**src/rtl/ymz_rom_arbiter_pkg.sv**
```systemverilog
// Shared types and constants for the YMZ280B sample-ROM arbiter.
// Bank decoding helpers live here so the top stays free of bank muxing detail.
package ymz_rom_pkg;

    typedef enum logic [1:0] {
        IDLE = 2'd0,
        WAIT = 2'd1,
        RESP = 2'd2
    } state_t;

    localparam logic [1:0]  BANK_PCM     = 2'b00;
    localparam logic [1:0]  BANK_PCM1    = 2'b01;
    localparam logic [1:0]  BANK_PCM2    = 2'b10;
    localparam logic [1:0]  BANK_OOR     = 2'b11;
    localparam logic [7:0]  DEFAULT_BYTE = 8'h00;
    localparam logic [21:0] BANK_SIZE    = 22'h3FFFFF;

    // Out-of-range bank maps to no chip select at all.
    function automatic logic [2:0] bank_onehot(input logic [1:0] bank);
        logic [2:0] sel;
        sel = 3'b000;
        case (bank)
            BANK_PCM:  sel = 3'b001;
            BANK_PCM1: sel = 3'b010;
            BANK_PCM2: sel = 3'b100;
            default:   sel = 3'b000;
        endcase
        return sel;
    endfunction

    function automatic logic [7:0] bank_byte(input logic [23:0] dout, input logic [1:0] bank);
        logic [7:0] b;
        b = DEFAULT_BYTE;
        case (bank)
            BANK_PCM:  b = dout[7:0];
            BANK_PCM1: b = dout[15:8];
            BANK_PCM2: b = dout[23:16];
            default:   b = DEFAULT_BYTE;
        endcase
        return b;
    endfunction

endpackage

```
**src/rtl/ymz_rom_arbiter.sv**
```systemverilog
// Serialises YMZ280B byte reads onto three PCM SDRAM banks, with a one-entry
// last-address cache, an out-of-range responder, a stall watchdog and abort.
module ymz_rom_arbiter
    import ymz_rom_pkg::*;
#(
    parameter int AW      = 24,
    parameter int BANK_AW = 22,
    parameter int TIMEOUT = 255
) (
    input  logic               CLK,
    input  logic               RESET_N,
    input  logic               YMZ_RD,
    input  logic [AW-1:0]      YMZ_ADDR,
    output logic [7:0]         YMZ_DOUT,
    output logic               YMZ_VALID,
    input  logic               HIT_EN,
    output logic [2:0]         PCM_CS,
    output logic [BANK_AW-1:0] PCM_ADDR,
    input  logic [2:0]         PCM_OK,
    input  logic [23:0]        PCM_DOUT,
    output logic               TIMEOUT_ERR,
    input  logic               ERR_CLR
);

    localparam logic [7:0] TIMEOUT_CNT = 8'(TIMEOUT);

    state_t             state_q, state_d;
    logic [AW-1:0]      addr_q, addr_d;
    logic [1:0]         bank_q, bank_d;
    logic [2:0]         cs_q, cs_d;
    logic [BANK_AW-1:0] pcm_addr_q, pcm_addr_d;
    logic [7:0]         dout_q, dout_d;
    logic               valid_q, valid_d;
    logic [7:0]         cnt_q, cnt_d;
    logic               err_q, err_d;
    logic               cache_vld_q, cache_vld_d;
    logic [AW-1:0]      cache_addr_q, cache_addr_d;
    logic [7:0]         cache_data_q, cache_data_d;

    logic [1:0]         req_bank;
    logic               ok_sel;
    logic               cache_hit;
    logic               timeout_set;

    assign req_bank  = YMZ_ADDR[AW-1 -: 2];
    assign ok_sel    = |(PCM_OK & bank_onehot(bank_q));
    assign cache_hit = HIT_EN && cache_vld_q && (YMZ_ADDR == cache_addr_q);

    always_comb begin
        state_d      = state_q;
        addr_d       = addr_q;
        bank_d       = bank_q;
        cs_d         = cs_q;
        pcm_addr_d   = pcm_addr_q;
        dout_d       = dout_q;
        valid_d      = 1'b0;
        cnt_d        = cnt_q;
        cache_vld_d  = cache_vld_q;
        cache_addr_d = cache_addr_q;
        cache_data_d = cache_data_q;
        timeout_set  = 1'b0;

        case (state_q)
            IDLE: begin
                if (YMZ_RD) begin
                    addr_d = YMZ_ADDR;
                    bank_d = req_bank;
                    if (req_bank == BANK_OOR) begin
                        dout_d  = DEFAULT_BYTE;
                        valid_d = 1'b1;
                        state_d = RESP;
                    end else if (cache_hit) begin
                        dout_d  = cache_data_q;
                        valid_d = 1'b1;
                        state_d = RESP;
                    end else begin
                        cs_d       = bank_onehot(req_bank);
                        pcm_addr_d = YMZ_ADDR[BANK_AW-1:0];
                        cnt_d      = 8'd0;
                        state_d    = WAIT;
                    end
                end
            end
            // Data return beats abort, abort beats the watchdog.
            WAIT: begin
                if (ok_sel) begin
                    dout_d       = bank_byte(PCM_DOUT, bank_q);
                    cache_vld_d  = 1'b1;
                    cache_addr_d = addr_q;
                    cache_data_d = bank_byte(PCM_DOUT, bank_q);
                    cs_d         = 3'b000;
                    valid_d      = 1'b1;
                    state_d      = RESP;
                end else if (!YMZ_RD) begin
                    cs_d    = 3'b000;
                    state_d = IDLE;
                end else if (cnt_q == TIMEOUT_CNT) begin
                    dout_d      = DEFAULT_BYTE;
                    timeout_set = 1'b1;
                    cs_d        = 3'b000;
                    valid_d     = 1'b1;
                    state_d     = RESP;
                end else begin
                    cnt_d = cnt_q + 8'd1;
                end
            end
            RESP: begin
                cs_d    = 3'b000;
                state_d = IDLE;
            end
            default: begin
                cs_d    = 3'b000;
                state_d = IDLE;
            end
        endcase
    end

    // A clear request loses to a watchdog expiry in the same cycle.
    always_comb begin
        err_d = err_q;
        if (ERR_CLR) begin
            err_d = 1'b0;
        end
        if (timeout_set) begin
            err_d = 1'b1;
        end
    end

    always_ff @(posedge CLK or negedge RESET_N) begin
        if (!RESET_N) begin
            state_q      <= IDLE;
            addr_q       <= '0;
            bank_q       <= BANK_PCM;
            cs_q         <= 3'b000;
            pcm_addr_q   <= '0;
            dout_q       <= DEFAULT_BYTE;
            valid_q      <= 1'b0;
            cnt_q        <= 8'd0;
            err_q        <= 1'b0;
            cache_vld_q  <= 1'b0;
            cache_addr_q <= '0;
            cache_data_q <= DEFAULT_BYTE;
        end else begin
            state_q      <= state_d;
            addr_q       <= addr_d;
            bank_q       <= bank_d;
            cs_q         <= cs_d;
            pcm_addr_q   <= pcm_addr_d;
            dout_q       <= dout_d;
            valid_q      <= valid_d;
            cnt_q        <= cnt_d;
            err_q        <= err_d;
            cache_vld_q  <= cache_vld_d;
            cache_addr_q <= cache_addr_d;
            cache_data_q <= cache_data_d;
        end
    end

    assign YMZ_DOUT    = dout_q;
    assign YMZ_VALID   = valid_q;
    assign PCM_CS      = cs_q;
    assign PCM_ADDR    = pcm_addr_q;
    assign TIMEOUT_ERR = err_q;

endmodule

```
**config.mk**
```make
export PLATFORM = sky130hd
export DESIGN_NAME = ymz_rom_arbiter
export DESIGN_NICKNAME = d
export VERILOG_FILES = /design/src/rtl/ymz_rom_arbiter_pkg.sv /design/src/rtl/ymz_rom_arbiter.sv
export SDC_FILE = /design/constraint.sdc
export NUM_CORES = 1
export LEC_CHECK = 0
export CORE_MARGIN = 1.5
export CORE_UTILIZATION = 50
export CTS_CLUSTER_SIZE = 40
export DETAILED_ROUTE_END_ITERATION = 12
export GPL_ROUTABILITY_DRIVEN = 0
export PLACE_DENSITY = 0.78
export SLEW_MARGIN = 40
export SYNTH_ARGS = -nofsm -noshare
export SYNTH_HDL_FRONTEND = slang
export SYNTH_SLANG_ARGS = --single-unit
```
**constraint.sdc**
```tcl
create_clock -name CLK -period 6.4 [get_ports CLK]
set_input_delay 1.28 -clock CLK [delete_from_list [all_inputs] [get_ports CLK]]
set_output_delay 1.28 -clock CLK [all_outputs]
set_load 0.01 [all_outputs]
```
==> results.md, run 1 <==
* Asr flop ratio synth at 1.00
* Primary FF master, synth: dfrtp_1
* Tcrit/Tclk final at 0.556
* Initial antenna violation count at 0
* Worst R2R Start: addr_q[22]$_DFFE_PN0P_
* Largest net degree at the start of global routing at 59
* Final hold viol count at 0
* Mean post-synth cell area at 12.5 µm²
* Initial drt markers at 101
* Clock buffer count from CTS at 9
* First-pass GRT wire length at 15600 µm
* RSZ-0062 raised after global routing: no
* Setup TNS at 0 ns
* CP Data Arrival Time at 3.84 ns
* CTS-repair resized insts at 0
* NetSw at 0.779 mW
* Vias in the first global route at 3224
* Hold path depth at 1
* Crit. path cell count at 7
* CTS tree: yes
* Most common cell in the netlist: dfrtp_1
* Post-synthesis cell area at 4680 µm²
* H-tree depth at 3
* Aggregate global routing overflow at 0
* Status: finished clean
* Grt met3 use at 0.0330
* Post-synth top area cell: dfrtp_1
* Worst hold slack at 0.487 ns
* Min cycle time layout at 3.56 ns
* Core Box Area at 9150 µm²
* Clock power share at 0.170
* Fillers at 709
* Part of the power in combinational logic at 0.379
* # IOs at 91
* Worst slew margin at 0.532
* Drt pass-1 iters at 4
* Die W at 99.8 µm
* Clk_lat worst skew at 0.36 ns
* Area grow syn2layout at 24.9%
* Ant. Diodes at 0
* Final slew viol count at 0
* Destination of the worst hold path: cache_data_q[6]$_DFFE_PN0P_
* Hold crit path type: register to register
* Slew @ Worst Pin at 0.702 ns
* Total wire length at 9410 µm
* Critical path capture point type: register
* Final WS setup at 2.84 ns
* Synth Register Bits at 102
* Post-synthesis cell type count at 40
* Sequential share of the synthesized area at 0.545
* Switching portion of total power at 0.322
* Number of port buffers at 90
* Hold-fix buffer count after cts at 0
* Post-synthesis cell count at 373
* GRT Total Usage at 0.202
* Req. time, crit path at 6.68 ns
* LEAKAGE at 2.52 nW
* Die H at 99.8 µm
* Maxcap violations at 0
* Root Driver: clkbuf_8
* Peak supply drop at 221 µV
* Setup bufs post-CTS at 0
* CP most frequent cell: or4_1
* Routed WL per cell at 16.3 µm
* Mapped Nets at 430
* Worst reg2reg setup slack at 3.54 ns
* YS warnings at 0
* Deepest clock path buffer count at 2
* Reg2reg path depth at 6
* Top cell type's share of synthesized area at 0.545
* GR peak layer: met2
* Share of post-route cells with drive strength above 1 at 0.210
* Total number of vias at 3113
* Crit-path leading delay family: simple AND/OR/NAND/NOR gates
* Crit path kind: input pin to register
* Most frequent cells after synthesis: dfrtp_1, mux2_2, nor2_1, xor2_1, a21oi_1
* Met2 Use GR at 0.339
* Count of final setup violators at 0
* Slowest CP cell: or4_1
* Clock skew at 0.0104 ns
* Synth area leaders: dfrtp_1, mux2_2, mux2_4
* Reg-to-Reg End: YMZ_DOUT[2]$_DFFE_PN0P_
* CP Cell Sequence: clkdlybuf4s50_1 > xor2_1 > or4_1 > or4_1 > o211a_4 > nand2b_4 > o21ai_1
* Post-Place Worst Slack at 2.47 ns
* EDFF count, synth at 0
* Max Clk Rate at 0.281 GHz
* FP Rows at 35
* Detailed Place HPWL at 6580 µm
* Initial Util at 0.511
* Sequential Power Share at 0.452
* Vias per inst at 5.40
* ANT nets after route at 0
* Nets at 518
* Worst setup SP type: input pin
* Clk slew on worst S/H paths at 0.10 ns
* DR DRC count at 0
* CP Max Fanout at 24
* Die area at 9950 µm²
* Hold wc startpoint: cache_data_q[6]$_DFFE_PN0P_
* Met1 usage in global routing at 0.261
* Max stage delay on crit path at 0.55 ns
* Buf+Inv Stages, Crit Path at 1
* Total power per unit cell area at 414 nW/µm²
* Clock Sinks at 102
* Pint at 1.64 mW
==> metrics by stage <==
| stage | instances | power (mW) | area [µm²] | utilization |
|---|---|---|---|---|
| detailed placement | 561 | 2.03 | 5650 | 0.617 |
| finish | 577 | 2.42 | 5850 | 0.639 |
| global route | 577 | 2.58 | 5850 | 0.639 |
| CTS | 577 | 2.44 | 5840 | 0.639 |
| global placement | 561 | 1.98 | 5640 | 0.616 |
| floorplan | 373 | 1.67 | 4680 | - |
==> layout by cell type, fill, tap and decap left out, types with 5 or more instances in the layout <==
cell             synthesis  routed
a21o_1                   8       8
a21oi_1                 20      19
a31oi_1                  7       7
clkbuf_8                 0      10
clkdlybuf4s50_1          0      89
dfrtp_1                102     102
inv_1                   19      19
mux2_2                  51      51
mux2_4                  19      19
mux2i_1                 18      18
nand2_1                  8       8
nand3_1                  5       5
nor2_1                  23      22
nor3_1                   7       7
nor4_1                   7       7
o21ai_0                  5       5
o21ai_1                  6       6
xor2_1                  23      23
==> flip-flops by register name (all words and copies together) (netlist names), 2 cells and up <==
signal and flops:
cnt_q 8, cache_addr_q 24, PCM_ADDR 22, cache_data_q 8
state_q 2, YMZ_DOUT 8, PCM_CS 3, addr_q 24
==> final cells by class <==
class	count	area, µm²	share of cell area
Multi-Input combinational cell	236	1960	0.336
Timing Repair Buffer	93	921	0.158
Tap cell	111	139	0.0238
Inverter	19	71.3	0.0122
Clock inverter	5	57.6	0.00984
Sequential cell	102	2550	0.437
Clock buffer	11	141	0.0242
==> layer usage <==
| metal | up-vias | wire (µm) |
|---|---|---|
| li1 | 1473 | - |
| met1 | 1554 | 4160 |
| met2 | 73 | 4750 |
| met3 | 13 | 344 |
| met4 | 0 | 155 |
| met5 | - | 0 |
==> power by group through the flow <==
stage	registers, mW	clock network (mW)	logic [mW]
after CTS	1.09	0.418	0.926
final	1.09	0.410	0.916
after detailed placement	1.10	0	0.923
after floorplan	1.09	0	0.581
after global placement	1.09	0	0.890
after global routing	1.13	0.449	1.00
==> worst register-to-register path, delay by kind of cell (launching register included) <==
kind | cells | cell delay, ns
flip-flops | 1 | 0.72
multiplexers | 2 | 0.46
AO/OA/AOI/OAI | 4 | 1.61
==> cell families after synthesis <==
family,Yosys count,share of synthesized area
AND/OR/NAND/NOR,71,0.0799
adder cells (fa/ha/maj),1,0.00267
XOR/XNOR,24,0.0449
buffers and inverters,35,0.0369
multiplexers,88,0.222
AO/OA/AOI/OAI,52,0.0682
flip-flops,102,0.545
==> worst max-delay path by stage <==
stage                start                      end  slack (ns)
2_1_floorplan  YMZ_ADDR[1]  PCM_ADDR[0]$_DFFE_PN0P_        3.09
3_3_place_gp     PCM_OK[1]  YMZ_DOUT[3]$_DFFE_PN0P_        2.46
3_5_place_dp   YMZ_ADDR[5]     cnt_q[5]$_DFFE_PN0P_        2.47
4_1_cts        YMZ_ADDR[5]     cnt_q[5]$_DFFE_PN0P_        2.85
5_1_grt        YMZ_ADDR[5]     cnt_q[5]$_DFFE_PN0P_        2.74
6_report       YMZ_ADDR[5]     cnt_q[5]$_DFFE_PN0P_        2.84
No activity file was read; power rests on OpenSTA's default activity.
==> inputs of run 2 (changes only) <==
- CORE_UTILIZATION: 50 -> 47
- PLACE_DENSITY: 0.78 -> 0.77
- clock period: 6.4 -> 3.1 ns (I/O delays scaled with it)
==> run 2 against run 1 <==
Against the previous run: final cell count increased by 6.4%; sequential cell count unchanged; sequential share of layout area decreased by 1.0 points; largest power group unchanged; cell area increased by 2.4%; total power increased by 110%; critical path depth unchanged; clock-buffer cell count unchanged.
==> results.md, run 2 (synthesis gave the netlist of run 1 again) <==
* Status: finished clean (unchanged)
* Die area at 10600 µm² (was 9950 µm²)
* Util after Layout at 0.615 (was 0.639)
* GRT Total Usage at 0.192 (was 0.202)
* Die H at 103 µm (was 99.8 µm)
* Multi-input logic area at 1960 µm² (about the same)
* Storage cell area at 2550 µm² (unchanged)
* Max stage delay on crit path at 0.56 ns (was 0.55 ns)
* Hold crit path type: input pin to asynchronous set/reset pin (was register to register)
* Buf+Inv Stages, Crit Path at 1 (unchanged)
* Total number of vias at 3210 (was 3113)
* # IOs at 91 (unchanged)
* Detailed Place HPWL at 6730 µm (was 6580 µm)
* Nets at 534 (was 518)
* Aggregate global routing overflow at 0 (unchanged)
* Hold-fix buffer count after cts at 0 (unchanged)
* Area grow syn2layout at 27.9% (was 24.9%)
* Total wire length at 9540 µm (was 9410 µm)
* Clock Sinks at 102 (unchanged)
* Crit path kind: input pin to register (unchanged)
* Ant. Diodes at 0 (unchanged)
* CP most frequent cell: or4_1 (unchanged)
* LEAKAGE at 2.58 nW (was 2.52 nW)
* Maxcap violations at 0 (unchanged)
* Vias in the first global route at 3328 (was 3224)
* Final slew viol count at 0 (unchanged)
* Largest net degree at the start of global routing at 59 (unchanged)
* Reg2reg path depth at 6 (unchanged)
* Core Box Area at 9730 µm² (was 9150 µm²)
* FP Rows at 36 (was 35)
* Count of final setup violators at 0 (unchanged)
* Worst R2R Start: cache_addr_q[1]$_DFFE_PN0P_ (was addr_q[22]$_DFFE_PN0P_)
* CP Cell Sequence: clkdlybuf4s50_1 > xor2_1 > or4_1 > or4_1 > o211a_4 > nand2b_4 > mux2i_1 (was clkdlybuf4s50_1 > xor2_1 > or4_1 > or4_1 > o211a_4 > nand2b_4 > o21ai_1)
* Most frequent cells in the layout: dfrtp_1, clkdlybuf4s50_1, mux2_2 (unchanged)
* Crit. path cell count at 7 (unchanged)
* ANT nets after route at 0 (unchanged)
* Req. time, crit path at 3.38 ns (was 6.68 ns)
* Worst setup SP type: input pin (unchanged)
* Number of port buffers at 90 (unchanged)
* Die W at 103 µm (was 99.8 µm)
* Initial Util at 0.481 (was 0.511)
* DR DRC count at 0 (unchanged)
* Clk_lat worst skew at 0.36 ns (about the same)
* Initial drt markers at 117 (was 101)
* Peak supply drop at 410 µV (was 221 µV)
* Max Clk Rate at 0.347 GHz
* Commonest non-fill, non-tap cell in the layout: dfrtp_1 (unchanged)
* Reg-to-Reg End: cnt_q[0]$_DFFE_PN0P_ (was YMZ_DOUT[2]$_DFFE_PN0P_)
* Clock skew at 0.0158 ns (was 0.0104 ns)
* Vias per inst at 5.23 (was 5.40)
* Dpl cells at 599 (was 561)
* CP Data Arrival Time at 3.17 ns (was 3.84 ns)
* Final hold viol count at 0 (unchanged)
* Worst reg2reg setup slack at 0.53 ns (was 3.54 ns)
* Slowest CP cell: or4_1 (unchanged)
* Tcrit/Tclk final at 0.930
* Total power per unit cell area at 835 nW/µm² (was 414 nW/µm²)
* Share of post-route cells with drive strength above 1 at 0.231 (was 0.210)
* Fin cells at 614 (was 577)
* Clock buffer count from CTS at 9 (unchanged)
* Initial antenna violation count at 0 (unchanged)
* Slew @ Worst Pin at 0.691 ns (was 0.702 ns)
* Clk slew on worst S/H paths at 0.10 ns (about the same)
* Setup bufs post-CTS at 0 (unchanged)
* CP Max Fanout at 24 (unchanged)
* Worst hold slack at 0.259 ns (was 0.487 ns)
* CTS tree: yes (unchanged)
* CTS-repair resized insts at 0 (unchanged)
* Crit-path leading delay family: simple AND/OR/NAND/NOR gates (unchanged)
* Drt pass-1 iters at 4 (unchanged)
* H-tree depth at 3 (unchanged)
* Fillers at 798 (was 709)
* RSZ-0062 raised after global routing: no (unchanged)
* Min cycle time layout at 2.88 ns
* Critical path capture point type: register (unchanged)
* Root Driver: clkbuf_8 (unchanged)
* Deepest clock path buffer count at 2 (unchanged)
* First-pass GRT wire length at 15600 µm (about the same)
* Routed WL per cell at 15.5 µm (was 16.3 µm)
* Worst slew margin at 0.540 (was 0.532)
==> run 2: worst max-delay path by stage <==
stage	from	endpoint	slack [ns]
final	YMZ_ADDR[1]	cnt_q[0]$_DFFE_PN0P_	0.22
after floorplan	YMZ_ADDR[1]	PCM_ADDR[0]$_DFFE_PN0P_	0.45
after global placement	YMZ_ADDR[1]	PCM_ADDR[14]$_DFFE_PN0P_	-0.14
after global routing	YMZ_ADDR[5]	cnt_q[0]$_DFFE_PN0P_	0.09
after detailed placement	YMZ_ADDR[5]	cnt_q[0]$_DFFE_PN0P_	-0.18
after CTS	YMZ_ADDR[1]	cnt_q[0]$_DFFE_PN0P_	0.20
==> run 2: stage by stage <==
step | setup slack [ns] | TNS, ns | area, µm² | power [mW]
6_report | 0.216 | 0 | 5990 | 5.00
5_1_grt | 0.0950 | 0 | 5990 | 5.32
4_1_cts | 0.195 | 0 | 5990 | 5.05
3_5_place_dp | -0.182 | -4.73 | 5810 | 4.28
3_3_place_gp | -0.141 | -3.80 | 5810 | 4.19
2_1_floorplan | 0.453 | 0 | 4680 | 3.46
==> run 2: report_power, final <==
group,leakage [nW],switching [mW],internal (mW)
sequential,1.25,0.365,1.88
clock,0.0781,0.444,0.313
combinational,1.26,0.814,1.18
total,2.58,1.62,3.38
==> run 2: final cells by class <==
| type | instances | area share |
|---|---|---|
| Multi-Input combinational cell | 236 | 0.327 |
| Clock inverter | 4 | 0.00522 |
| Inverter | 19 | 0.0119 |
| Clock buffer | 11 | 0.0236 |
| Tap cell | 133 | 0.0278 |
| Timing Repair Buffer | 109 | 0.178 |
| Sequential cell | 102 | 0.426 |
==> run 2: layer usage <==
layer	GRT usage	vias up	part of all wire
met3	0.0332	11	0.051
met5	0	-	0
met2	0.326	85	0.49
met4	0.0665	0	0.0098
li1	-	1516	-
met1	0.250	1598	0.45
==> inputs of run 3 (changes only) <==
- SLEW_MARGIN: 40 -> unset
==> results of run 3 <==
Same layout as run 2: the final DEF is identical, and so are final timing and power.
